<file path="config.mk">
export PLATFORM = sky130hd
export DESIGN_NAME = sprite_motion_ctrl_flat
export DESIGN_NICKNAME = d
export VERILOG_FILES = /design/src/rtl/sprite_motion_ctrl_if.sv /design/src/rtl/sprite_motion_ctrl.sv /design/src/flat_wrapper.sv
export SDC_FILE = /design/constraint.sdc
export NUM_CORES = 1
export LEC_CHECK = 0
export CAP_MARGIN = 30
export CORE_ASPECT_RATIO = 1.2
export CORE_MARGIN = 3
export CORE_UTILIZATION = 56
export DETAILED_ROUTE_END_ITERATION = 8
export PLACE_DENSITY = 0.81
export SETUP_SLACK_MARGIN = 0.1
export SLEW_MARGIN = 40
export SYNTH_ARGS = -nofsm -noshare
export SYNTH_HDL_FRONTEND = slang
export SYNTH_SLANG_ARGS = --single-unit
</file>
<file path="constraint.sdc">
create_clock -name i_clk -period 7.1 [get_ports i_clk]
set_input_delay 1.42 -clock i_clk [delete_from_list [all_inputs] [get_ports i_clk]]
set_output_delay 1.42 -clock i_clk [all_outputs]
set_load 0.01 [all_outputs]
</file>
<file path="src/rtl/sprite_motion_ctrl_if.sv">
// Host configuration channel for sprite_motion_ctrl: valid/ready handshake carrying
// a new position and velocity.
interface sprite_motion_ctrl_if;
    logic       cfg_valid;
    logic       cfg_ready;
    logic [9:0] cfg_x;
    logic [9:0] cfg_y;
    logic [3:0] cfg_dx;
    logic [3:0] cfg_dy;

    modport master (
        output cfg_valid, cfg_x, cfg_y, cfg_dx, cfg_dy,
        input  cfg_ready
    );

    modport slave (
        input  cfg_valid, cfg_x, cfg_y, cfg_dx, cfg_dy,
        output cfg_ready
    );
endinterface

</file>
<file path="src/rtl/sprite_motion_ctrl.sv">
// Frame-synchronous sprite motion scheduler: steps X then Y, commits both on one edge.
// Define SPRITE_BOUNCE_EN for bounce at the edges; default build wraps around.
module sprite_motion_ctrl #(
    parameter int unsigned H_DISPLAY = 640,
    parameter int unsigned V_DISPLAY = 480,
    parameter int unsigned SPRITE_W  = 160,
    parameter int unsigned SPRITE_H  = 160,
    parameter int unsigned FRAME_DIV = 1
) (
    input  logic                       i_clk,
    input  logic                       i_rst_n,
    input  logic                       i_frame_start,
    sprite_motion_ctrl_if.slave        cfg,
    output logic [9:0]                 o_spr_x,
    output logic [9:0]                 o_spr_y,
    output logic                       o_update_done,
    output logic                       o_busy
);

    localparam logic [9:0] X_MAX   = 10'(H_DISPLAY - SPRITE_W);
    localparam logic [9:0] Y_MAX   = 10'(V_DISPLAY - SPRITE_H);
    localparam logic [3:0] FC_LAST = 4'(FRAME_DIV - 1);

    localparam logic [1:0] ST_IDLE   = 2'd0;
    localparam logic [1:0] ST_STEP_X = 2'd1;
    localparam logic [1:0] ST_STEP_Y = 2'd2;
    localparam logic [1:0] ST_COMMIT = 2'd3;

    logic [1:0]        r_state;
    logic [3:0]        r_fc;
    logic [9:0]        r_wx, r_wy, r_spr_x, r_spr_y;
    logic signed [3:0] r_vx, r_vy;
    logic              r_update_done;

    logic              w_idle, w_hs, w_step_y;
    logic [9:0]        w_pos, w_max, w_new_pos, w_cfg_x, w_cfg_y;
    logic signed [3:0] w_vel, w_new_vel;
    logic signed [10:0] w_sum, w_max_s;

    assign w_idle        = (r_state == ST_IDLE);
    assign w_hs          = cfg.cfg_valid && w_idle;
    assign cfg.cfg_ready = w_idle;
    assign o_busy        = !w_idle;
    assign o_spr_x       = r_spr_x;
    assign o_spr_y       = r_spr_y;
    assign o_update_done = r_update_done;

    assign w_cfg_x = (cfg.cfg_x > X_MAX) ? X_MAX : cfg.cfg_x;
    assign w_cfg_y = (cfg.cfg_y > Y_MAX) ? Y_MAX : cfg.cfg_y;

    // One adder serves both axes; STEP_X and STEP_Y are never active together.
    assign w_step_y = (r_state == ST_STEP_Y);
    assign w_pos    = w_step_y ? r_wy : r_wx;
    assign w_vel    = w_step_y ? r_vy : r_vx;
    assign w_max    = w_step_y ? Y_MAX : X_MAX;
    assign w_max_s  = $signed({1'b0, w_max});
    assign w_sum    = $signed({1'b0, w_pos}) + $signed({{7{w_vel[3]}}, w_vel});

`ifdef SPRITE_BOUNCE_EN
    logic signed [3:0] w_vel_neg;
    // -(-8) does not fit in 4 bits, so it saturates to +7
    assign w_vel_neg = (w_vel == 4'sb1000) ? 4'sd7 : -w_vel;
`endif

    always_comb begin
        w_new_pos = w_sum[9:0];
        w_new_vel = w_vel;
        if (w_sum < 11'sd0) begin
`ifdef SPRITE_BOUNCE_EN
            w_new_pos = '0;
            w_new_vel = w_vel_neg;
`else
            w_new_pos = 10'(w_sum + w_max_s + 11'sd1);
`endif
        end else if (w_sum > w_max_s) begin
`ifdef SPRITE_BOUNCE_EN
            w_new_pos = w_max;
            w_new_vel = w_vel_neg;
`else
            w_new_pos = 10'(w_sum - w_max_s - 11'sd1);
`endif
        end
    end

    always_ff @(posedge i_clk or negedge i_rst_n) begin
        if (!i_rst_n) begin
            r_state       <= ST_IDLE;
            r_fc          <= '0;
            r_wx          <= 10'd240;
            r_wy          <= 10'd160;
            r_spr_x       <= 10'd240;
            r_spr_y       <= 10'd160;
            r_vx          <= 4'sd1;
            r_vy          <= 4'sd1;
            r_update_done <= 1'b0;
        end else begin
            r_update_done <= 1'b0;
            case (r_state)
                ST_IDLE: begin
                    // Configuration wins over a coincident frame pulse
                    if (w_hs) begin
                        r_wx    <= w_cfg_x;
                        r_spr_x <= w_cfg_x;
                        r_wy    <= w_cfg_y;
                        r_spr_y <= w_cfg_y;
                        r_vx    <= $signed(cfg.cfg_dx);
                        r_vy    <= $signed(cfg.cfg_dy);
                        r_fc    <= '0;
                    end else if (i_frame_start) begin
                        if (r_fc == FC_LAST) begin
                            r_fc    <= '0;
                            r_state <= ST_STEP_X;
                        end else begin
                            r_fc <= r_fc + 4'd1;
                        end
                    end
                end
                ST_STEP_X: begin
                    r_wx    <= w_new_pos;
                    r_vx    <= w_new_vel;
                    r_state <= ST_STEP_Y;
                end
                ST_STEP_Y: begin
                    r_wy    <= w_new_pos;
                    r_vy    <= w_new_vel;
                    r_state <= ST_COMMIT;
                end
                ST_COMMIT: begin
                    r_spr_x       <= r_wx;
                    r_spr_y       <= r_wy;
                    r_update_done <= 1'b1;
                    r_state       <= ST_IDLE;
                end
            endcase
        end
    end

endmodule

</file>
<file path="src/flat_wrapper.sv">
// flat-port wrapper written by rule: the top's interface ports become plain ports
module sprite_motion_ctrl_flat 
#(
    parameter int unsigned H_DISPLAY = 640,
    parameter int unsigned V_DISPLAY = 480,
    parameter int unsigned SPRITE_W  = 160,
    parameter int unsigned SPRITE_H  = 160,
    parameter int unsigned FRAME_DIV = 1
)
  (i_clk, i_rst_n, i_frame_start, o_spr_x, o_spr_y, o_update_done, o_busy, cfg_cfg_valid, cfg_cfg_x, cfg_cfg_y, cfg_cfg_dx, cfg_cfg_dy, cfg_cfg_ready);
  sprite_motion_ctrl_if cfg_i ();
  input  logic i_clk;
  input  logic i_rst_n;
  input  logic i_frame_start;
  output logic [9:0] o_spr_x;
  output logic [9:0] o_spr_y;
  output logic o_update_done;
  output logic o_busy;
  input wire logic [$bits(cfg_i.cfg_valid)-1:0] cfg_cfg_valid;
  input wire logic [$bits(cfg_i.cfg_x)-1:0] cfg_cfg_x;
  input wire logic [$bits(cfg_i.cfg_y)-1:0] cfg_cfg_y;
  input wire logic [$bits(cfg_i.cfg_dx)-1:0] cfg_cfg_dx;
  input wire logic [$bits(cfg_i.cfg_dy)-1:0] cfg_cfg_dy;
  output wire logic [$bits(cfg_i.cfg_ready)-1:0] cfg_cfg_ready;
  assign cfg_i.cfg_valid = cfg_cfg_valid;
  assign cfg_i.cfg_x = cfg_cfg_x;
  assign cfg_i.cfg_y = cfg_cfg_y;
  assign cfg_i.cfg_dx = cfg_cfg_dx;
  assign cfg_i.cfg_dy = cfg_cfg_dy;
  assign cfg_cfg_ready = cfg_i.cfg_ready;
  sprite_motion_ctrl #(.H_DISPLAY(H_DISPLAY), .V_DISPLAY(V_DISPLAY), .SPRITE_W(SPRITE_W), .SPRITE_H(SPRITE_H), .FRAME_DIV(FRAME_DIV)) u_core (.i_clk(i_clk), .i_rst_n(i_rst_n), .i_frame_start(i_frame_start), .cfg(cfg_i), .o_spr_x(o_spr_x), .o_spr_y(o_spr_y), .o_update_done(o_update_done), .o_busy(o_busy));
endmodule
</file>
==> flow_summary.json, run 1 <==
{
  "result_of_the_run": "completed",
  "cp_peak_stage_delay_ps": 630,
  "route.vias.total": 3904,
  "area_growth_syn_to_layout_pct": 17.0,
  "cp_common_cell": "ha_1",
  "syn-instance-count": 481,
  "overflow": 0,
  "final_core_util_pct": 68.6,
  "post_cts_buffers": 0,
  "grt_setup_unrepaired": "no",
  "wl_per_cell_um": 18.6,
  "drtAntennaViolNets": 0,
  "insertion_delay_ps": 310,
  "post-route-drc-count": 0,
  "numPlacedInstances": 603,
  "n_fill_cell": 589,
  "worstPathCellList": "inv_1 > ha_1 > buf_4 > mux2_2 > ha_1 > a21o_1 > a21oi_1 > o21bai_1 > a21oi_1 > xor2_1 > inv_1 > ha_1 > or4_4 > a31oi_4 > nor2_2 > or4_1 > a32o_1",
  "clock-skew-final_ps": 9.28,
  "hold_buffers": 0,
  "antenna_cells_inserted": 0,
  "final_hold_viol_count": 0,
  "crit_arrival_ps": 5800,
  "ctsLongestPathBuffers": 2,
  "numClockSinks": 55,
  "cts_bufs_inserted": 5,
  "final_max_slew_viol_count": 0,
  "ys_seq_elements": 55,
  "ys_async_sr_fraction_pct": 100,
  "initialDrtViolationCount": 332,
  "i_o_pin_total": 55,
  "nNetsFinal": 578,
  "grt_pass1_wl_um": 18400,
  "net_count_of_the_mapped_netlist": 536,
  "cts_tree": "done",
  "layout_worst_path_cycle_share_pct": 79.0,
  "synth_seq_area_share_pct": 34.1,
  "critical_path.endpoint_type": "flop",
  "final_cell_count_no_fill": 611,
  "setup_total_negative_slack_ps": 0,
  "die_y_um": 99.6,
  "worst_path_max_delay_cell": "ha_1",
  "detail_route.vias_per_cell": 6.39,
  "timing.slew.headroom_pct": 43.4,
  "max_clock_freq_mhz": 178,
  "cp_data_required_time_ps": 7300,
  "max_cap_violations": 0,
  "grt_start_max_net_pins": 56,
  "routed_wl_um": 11400,
  "clock_tree.root_cell": "clkbuf_8",
  "gp_routability_congestion": 0.957,
  "worstPathMaxFanout": 17,
  "buffer_ports.inserted": 54,
  "synth_cell_type_count": 69,
  "start_util_pct": 58.6,
  "synth_top_flop_cell": "dfrtp_1",
  "synthesis.area_per_instance_um2": 8.50,
  "setup.worst_path.class": "flop to flop",
  "synthesis.yosys.warnings": 0,
  "post_cts_resize_count": 0,
  "final_area_um2": 4780,
  "synth_edf_count": 0,
  "max_slew.worst_pin.slew_ps": 838,
  "antenna_found_initial": 0,
  "netlist_area_um2": 4090,
  "worstPathBufferInverterCount": 3,
  "core_region_area_um2": 6980,
  "report.final.setup_viol": 0,
  "dp.final_hpwl_um": 9010,
  "critical_path.top_delay_family": "compound AO/OA/AOI/OAI gates",
  "floorplan.rows": 33,
  "clk_pin_slew_ps": 100,
  "htree_num_levels": 2,
  "floorplan.die.width_um": 84.0,
  "hp-class": "flop to flop",
  "post_route_cells_drive_above_1_share_pct": 11.8,
  "cp-start-kind": "flop",
  "placement.cell_area_um2": 4690,
  "timing.final.crit_period_ps": 5610,
  "first_global_vias": 3652,
  "total_die_area_um2": 8370,
  "gr-usage-all-layers_pct": 27.1,
  "drt_first_pass_iters": 5
}
[through the flow]
stage               hold WS (ps)  worst slack, ps
detailed placement           471             1550
floorplan                    445             1760
CTS                          488             1520
global route                 513             1180
finish                       483             1490
global placement             462             1710
[registers in the layout, summed over array words and instances (netlist names)]
signal	count
u_core.o_update_done	1
u_core.r_vx	4
u_core.o_spr_x	10
u_core.r_vy	4
u_core.r_fc	4
u_core.r_wy	10
u_core.o_spr_y	10
u_core.r_wx	10
u_core.r_state	2
[kinds of logic after synthesis]
logic type / share of synthesized area [%]
DFF: 34.1
xor gates and xnor gates: 4.71
buffers and inverters: 3.64
and+or+nand+nor: 18.1
adders and majority gates: 7.49
AOI/OAI and AO/OA: 24.4
muxes: 7.59
[synth_stat cells (all sizes together) (3+ instances only)]
| master | count | share of area, % |
|---|---|---|
| and2 | 6 | 0.92 |
| a21o | 7 | 1.3 |
| xnor2 | 19 | 4.1 |
| nor3 | 12 | 1.5 |
| mux2 | 18 | 5.0 |
| o211ai | 3 | 0.55 |
| nand2b | 5 | 0.76 |
| ha | 22 | 6.7 |
| a211oi | 5 | 0.92 |
| nor2 | 48 | 4.5 |
| o21ai | 50 | 6.2 |
| o31ai | 6 | 1.1 |
| nor4 | 4 | 0.61 |
| nand4 | 5 | 0.76 |
| a32o | 4 | 0.98 |
| xor2 | 3 | 0.64 |
| dfrtp | 41 | 25 |
| inv | 12 | 1.1 |
| nand2 | 58 | 5.3 |
| nand3 | 12 | 1.6 |
| dfstp | 14 | 9.0 |
| mux2i | 10 | 2.5 |
| a22oi | 3 | 0.55 |
| buf | 5 | 0.61 |
| clkbuf | 19 | 1.7 |
| and3 | 5 | 0.76 |
| a31oi | 4 | 0.98 |
| a21oi | 35 | 4.3 |
| a32oi | 4 | 0.86 |
[placed cells by master, fill, tap and decap left out, drive strengths merged, types with 14 or more instances in the layout]
master	instances
xnor2	19
a21oi	35
dfstp	14
ha	22
dfrtp	41
o21ai	50
nand2	58
clkdlybuf4s50	53
mux2	18
nor2	48
[final cells by class]
| cell class | instances | area (um^2) | share of cell area (%) |
|---|---|---|---|
| Clock inverter | 1 | 8.76 | 0.183 |
| Timing Repair Buffer | 59 | 573 | 12.0 |
| Multi-Input combinational cell | 388 | 2560 | 53.5 |
| Sequential cell | 55 | 1390 | 29.1 |
| Inverter | 14 | 52.6 | 1.10 |
| Tap cell | 87 | 109 | 2.28 |
| Clock buffer | 7 | 86.3 | 1.80 |
[final timing paths]
check,from,end,slack [ps],cells after the start
max,u_core.r_state[0],u_core.r_wy[8],1490,17
min,u_core.o_spr_y[7],u_core.o_spr_y[7],480,2
max reg2reg,u_core.r_state[0],u_core.r_wy[8],1490,17
min reg2reg,u_core.o_spr_y[7],u_core.o_spr_y[7],480,2
max in group asynchronous,i_rst_n,u_core.r_wx[8],5420,2
min in group asynchronous,i_rst_n,u_core.r_fc[2],1230,2
[routing by layer]
layer	vias up	part of all wire [%]	global-route usage [%]
li1	1845	-	-
met1	1845	41	34.9
met2	187	50	46.1
met3	27	5.9	2.98
met4	0	3.3	12.4
met5	-	0	0
[worst min-delay path, stage by stage (launching register included)]
cell and delay, ps:
dfstp_2 380, nand2_1 40, o21ai_0 60
Power of run 1 is left out: the tool's default activity adds up to more than one toggle a clock period on the data nets, which glitch-free logic cannot reach.
==> run 2, diff against run 1 <==
--- a/config.mk
+++ b/config.mk
@@ -8,9 +8,9 @@
 export CAP_MARGIN = 30
 export CORE_ASPECT_RATIO = 1.2
 export CORE_MARGIN = 3
-export CORE_UTILIZATION = 56
+export CORE_UTILIZATION = 51
 export DETAILED_ROUTE_END_ITERATION = 8
-export PLACE_DENSITY = 0.81
+export PLACE_DENSITY = 0.78
 export SETUP_SLACK_MARGIN = 0.1
 export SLEW_MARGIN = 40
 export SYNTH_ARGS = -nofsm -noshare
==> constraint.sdc (replaced) <==
create_clock -name i_clk -period 4.8 [get_ports i_clk]
set_input_delay 0.96 -clock i_clk [delete_from_list [all_inputs] [get_ports i_clk]]
set_output_delay 0.96 -clock i_clk [all_outputs]
set_load 0.01 [all_outputs]
==> run 2 against run 1 <==
Effect of this change: via count down 2.1%; hold slack worse by 1.9 ps; global-route usage shrank 0.59 points; non-clock buffer count up 14.
==> flow_summary.json, run 2 (synthesis gave the netlist of run 1 again) <==
{
  "result_of_the_run": "completed",
  "layout_worst_path_cycle_share_pct": 93.0,
  "setup.worst_path.class": "flop to flop",
  "cts_tree": "done",
  "cp-start-kind": "flop",
  "i_o_pin_total": 55,
  "start_util_pct": 52.8,
  "critical_path.endpoint_type": "flop",
  "numClockSinks": 55,
  "setup_total_negative_slack_ps": 0,
  "nNetsFinal": 592,
  "n_fill_cell": 672,
  "initialDrtViolationCount": 263,
  "logic_depth_of_the_worst_setup_path_including_buffers": 17,
  "numPlacedInstances": 616,
  "worstPathBufferInverterCount": 3,
  "timing.final.crit_period_ps": 4460,
  "floorplan.die.width_um": 87.8,
  "detail_route.vias_per_cell": 6.07,
  "floorplan.rows": 35,
  "buffer_ports.inserted": 54,
  "grt_setup_unrepaired": "no",
  "hold_buffers": 0,
  "drtAntennaViolNets": 0,
  "final_max_slew_viol_count": 0,
  "overflow": 0,
  "routed_wl_um": 11700,
  "hp-class": "flop to flop",
  "critical_path.top_delay_family": "compound AO/OA/AOI/OAI gates",
  "timing.slew.headroom_pct": 52.8,
  "core_region_area_um2": 7750,
  "gr-usage-all-layers_pct": 26.6,
  "drt_first_pass_iters": 4,
  "htree_num_levels": 2,
  "crit_arrival_ps": 4720,
  "worstPathCellList": "inv_1 > ha_4 > buf_2 > mux2_2 > ha_1 > a21o_1 > a21oi_4 > o21bai_2 > a21oi_2 > xor2_2 > inv_1 > ha_1 > or4_4 > a31o_2 > o2111a_1 > nor4_1 > o221a_2",
  "dp.final_hpwl_um": 9180,
  "insertion_delay_ps": 310,
  "post_route_cells_drive_above_1_share_pct": 15.4,
  "clock_tree.root_cell": "clkbuf_8",
  "max_clock_freq_mhz": 224,
  "ctsLongestPathBuffers": 2,
  "final_common_cell": "nand2_1",
  "placement.cell_area_um2": 4770,
  "grt_pass1_wl_um": 19200,
  "cts_bufs_inserted": 5,
  "timing.hold.worst_path_depth": 2,
  "cp_data_required_time_ps": 5050,
  "total_die_area_um2": 9130,
  "max_slew.worst_pin.slew_ps": 705,
  "cp_peak_stage_delay_ps": 550,
  "gp_routability_congestion": 0.956,
  "antenna_cells_inserted": 0,
  "clock-skew-final_ps": 11.4,
  "worst_path_max_delay_cell": "or4_4",
  "route.vias.total": 3821,
  "grt_start_max_net_pins": 56,
  "max_cap_violations": 0,
  "area_growth_syn_to_layout_pct": 21.8,
  "first_global_vias": 3761,
  "final_hold_viol_count": 0,
  "clk_pin_slew_ps": 100,
  "antenna_found_initial": 0,
  "worstPathMaxFanout": 5,
  "wl_per_cell_um": 18.5,
  "highest_count_cells_in_the_layout_ignoring_fill_and_taps": "nand2_1, clkdlybuf4s50_1, o21ai_0",
  "r2r_worst_path_depth": 17,
  "final_cell_count_no_fill": 630,
  "final_area_um2": 4980,
  "die_y_um": 104,
  "report.final.setup_viol": 0,
  "post-route-drc-count": 0
}
run 2: cell count changes in the layout (fill, tap and decap cells not counted), sizes merged:
cell / delta
bufinv: +1
buf: +14
clkbuf: -1
clkinvlp: +1
clkinv: -1
run 2: layout make-up:
| class | instances | area (um^2) | share of cell area (%) |
|---|---|---|---|
| multi-input combinational | 388 | 2630 | 52.7 |
| tap | 92 | 115 | 2.31 |
| clock inverter | 2 | 37.5 | 0.754 |
| clock buffer | 6 | 72.6 | 1.46 |
| timing repair buffer | 73 | 683 | 13.7 |
| sequential | 55 | 1390 | 28.0 |
| inverter | 14 | 52.6 | 1.06 |
run 2: layer usage:
layer	global-route usage, %	wire, um	vias to the layer above
met5	0	0	-
met4	9.65	336	0
met3	4.20	642	27
met2	43.2	5570	129
met1	35.2	5140	1802
li1	-	-	1863
run 2: worst register-to-register path, cell delays in order (launching register included):
cell,delay [ps]
dfrtp_1,430
inv_1,130
ha_4,190
buf_2,190
mux2_2,370
ha_1,250
a21o_1,200
a21oi_4,170
o21bai_2,120
a21oi_2,190
xor2_2,190
inv_1,90
ha_1,290
or4_4,550
a31o_2,320
o2111a_1,240
nor4_1,240
o221a_2,250
run 2: repair_timing:
action	4_1_cts	5_1_grt
gates resized for setup	0	9
endpoints found under the setup margin	0	20
buffers inserted	0	6
hold endpoints to repair	0	0
run 2: final timing paths:
check / startpoint / end / slack [ps]
worst max-delay path: u_core.r_state[0] / u_core.r_wx[7] / 340
worst min-delay path: u_core.o_spr_x[7] / u_core.o_spr_x[7] / 480
worst max register to register: u_core.r_state[0] / u_core.r_wx[7] / 340
worst min register to register: u_core.o_spr_x[7] / u_core.o_spr_x[7] / 480
max in group asynchronous: i_rst_n / u_core.r_wy[8] / 3580
min in group asynchronous: i_rst_n / u_core.r_fc[2] / 750
run 2: metrics by stage:
step	worst slack (ps)	hold slack, ps	utilization, %
finish	336	481	64.3
global route	121	507	64.3
CTS	135	486	63.0
detailed placement	172	469	61.6
global placement	246	461	61.5
floorplan	114	445	-
Power of run 2 is left out for the same reason.
==> run 3, diff against run 2 <==
--- a/config.mk
+++ b/config.mk
@@ -8,9 +8,8 @@
 export CAP_MARGIN = 30
 export CORE_ASPECT_RATIO = 1.2
 export CORE_MARGIN = 3
-export CORE_UTILIZATION = 51
+export CORE_UTILIZATION = 35
 export DETAILED_ROUTE_END_ITERATION = 8
-export PLACE_DENSITY = 0.78
 export SETUP_SLACK_MARGIN = 0.1
 export SLEW_MARGIN = 40
 export SYNTH_ARGS = -nofsm -noshare
==> run 3 against run 2 <==
Effect of this change: core utilization fell by 19 points; clock skew shrank 2.8 ps; first-iteration DRC count shrank 19%; largest cell class unchanged; highest routed layer unchanged; critical path depth did not move.
==> flow_summary.json, run 3 (synthesis gave the netlist of run 1 again) <==
{
  "result_of_the_run": "completed",
  "critical_path.endpoint_type": "flop",
  "cts_tree": "done",
  "timing.slew.headroom_pct": 46.2,
  "clock-skew-final_ps": 8.55,
  "sequential_cell_area_um2": 1390,
  "clk_pin_slew_ps": 80,
  "floorplan.die.width_um": 105,
  "layout_worst_path_cycle_share_pct": 93.2,
  "timing.final.crit_period_ps": 4480,
  "post_route_cells_drive_above_1_share_pct": 15.7,
  "wl_per_cell_um": 17.9,
  "overflow": 0,
  "initialDrtViolationCount": 213,
  "first_global_vias": 3759,
  "dp.final_hpwl_um": 9790,
  "antenna_cells_inserted": 0,
  "final_area_um2": 5130,
  "max_clock_freq_mhz": 223,
  "cp-start-kind": "flop",
  "i_o_pin_total": 55,
  "max_cap_violations": 0,
  "multiInputGateArea_um2": 2620,
  "final_common_cell": "nand2_1",
  "hp-class": "flop to flop",
  "core_region_area_um2": 11200,
  "drtAntennaViolNets": 0,
  "htree_num_levels": 2,
  "gr-usage-all-layers_pct": 19.3,
  "hold_buffers": 0,
  "max_slew.worst_pin.slew_ps": 807,
  "antenna_found_initial": 0,
  "post_place_worst_slack_ps": 239,
  "met3_wirelength_um": 567,
  "clock_tree.root_cell": "clkbuf_16",
  "setup_total_negative_slack_ps": 0,
  "report.final.setup_viol": 0,
  "timing.final.ws_setup_ps": 324,
  "buffer_ports.inserted": 54,
  "ctsLongestPathBuffers": 2,
  "wl_met2_um": 5880,
  "final_hold_viol_count": 0,
  "grt_pass1_wl_um": 20200,
  "worstPathMaxFanout": 7,
  "numClockSinks": 55,
  "final_max_slew_viol_count": 0,
  "n_fill_cell": 1115,
  "cts_bufs_inserted": 5,
  "crit_arrival_ps": 4660,
  "detail_route.vias_per_cell": 5.49,
  "insertion_delay_ps": 300,
  "total_die_area_um2": 13000,
  "routed_wl_um": 12500,
  "highest_count_cells_in_the_layout_ignoring_fill_and_taps": "nand2_1, clkdlybuf4s50_1, o21ai_0",
  "setup.worst_path.class": "flop to flop",
  "area_growth_syn_to_layout_pct": 25.5,
  "start_util_pct": 36.4,
  "gp_routability_congestion": 0.832,
  "drt_first_pass_iters": 5,
  "placement.cell_area_um2": 4860,
  "die_y_um": 124,
  "floorplan.rows": 42,
  "cp_data_required_time_ps": 4990,
  "uppermost_layer_routed": "met4",
  "grt_setup_unrepaired": "no",
  "grt_start_max_net_pins": 48,
  "route.layer.met1.wl_um": 5610,
  "post-route-drc-count": 0,
  "route.vias.total": 3818,
  "nNetsFinal": 595
}
run 3: cell types whose count changed in the layout (fill, tap and decap cells not counted), sizes merged:
cell	before	now
buf	20	22
inv	12	13
run 3: worst max-delay path, stage by stage, from the launching register on:
cell,delay [ps]
dfrtp_1,420
inv_1,130
ha_4,210
clkbuf_4,200
mux2_2,360
ha_1,230
a21o_1,190
a21oi_4,160
o21bai_1,130
a21oi_1,180
xor2_1,260
inv_1,100
ha_1,300
or4_4,550
a31oi_4,170
nor2_2,60
or4_1,460
a32o_1,260
run 3: area by class of cell:
class / instances / share of cell area [%]
tap: 154 / 3.76
clock inverter: 3 / 0.902
inverter: 14 / 1.02
multi-input combinational: 388 / 51.1
timing repair buffer: 76 / 13.7
clock buffer: 5 / 2.44
sequential: 55 / 27.2
run 3: per-layer routing:
layer	vias to the layer above	track usage, %
li1	1874	-
met1	1815	24.9
met2	108	31.7
met3	21	3.47
met4	0	7.72
met5	-	0
run 3: metrics by stage:
step / cells / hold WS, ps / util (%)
6_report: 695 / 477 / 45.6
2_1_floorplan: 481 / 445 / -
3_3_place_gp: 681 / 463 / 43.2
3_5_place_dp: 681 / 466 / 43.2
4_1_cts: 689 / 481 / 44.8
5_1_grt: 695 / 498 / 45.6
run 3: repair_timing:
action	CTS	global route
gates resized for setup	0	7
buffers inserted	0	6
endpoints found under the setup margin	0	14
run 3: path summary, 6_finish.rpt:
path | from | end | slack, ps | depth (start not counted)
min in group asynchronous | i_rst_n | u_core.r_vy[1] | 490 | 1
worst min register to register | u_core.o_spr_y[5] | u_core.o_spr_y[5] | 480 | 2
worst min-delay path | u_core.o_spr_y[5] | u_core.o_spr_y[5] | 480 | 2
max in group asynchronous | i_rst_n | u_core.o_spr_x[8] | 3430 | 2
worst max register to register | u_core.r_state[0] | u_core.r_wy[8] | 320 | 17
worst max-delay path | u_core.r_state[0] | u_core.r_wy[8] | 320 | 17
Power of run 3 is left out for the same reason.
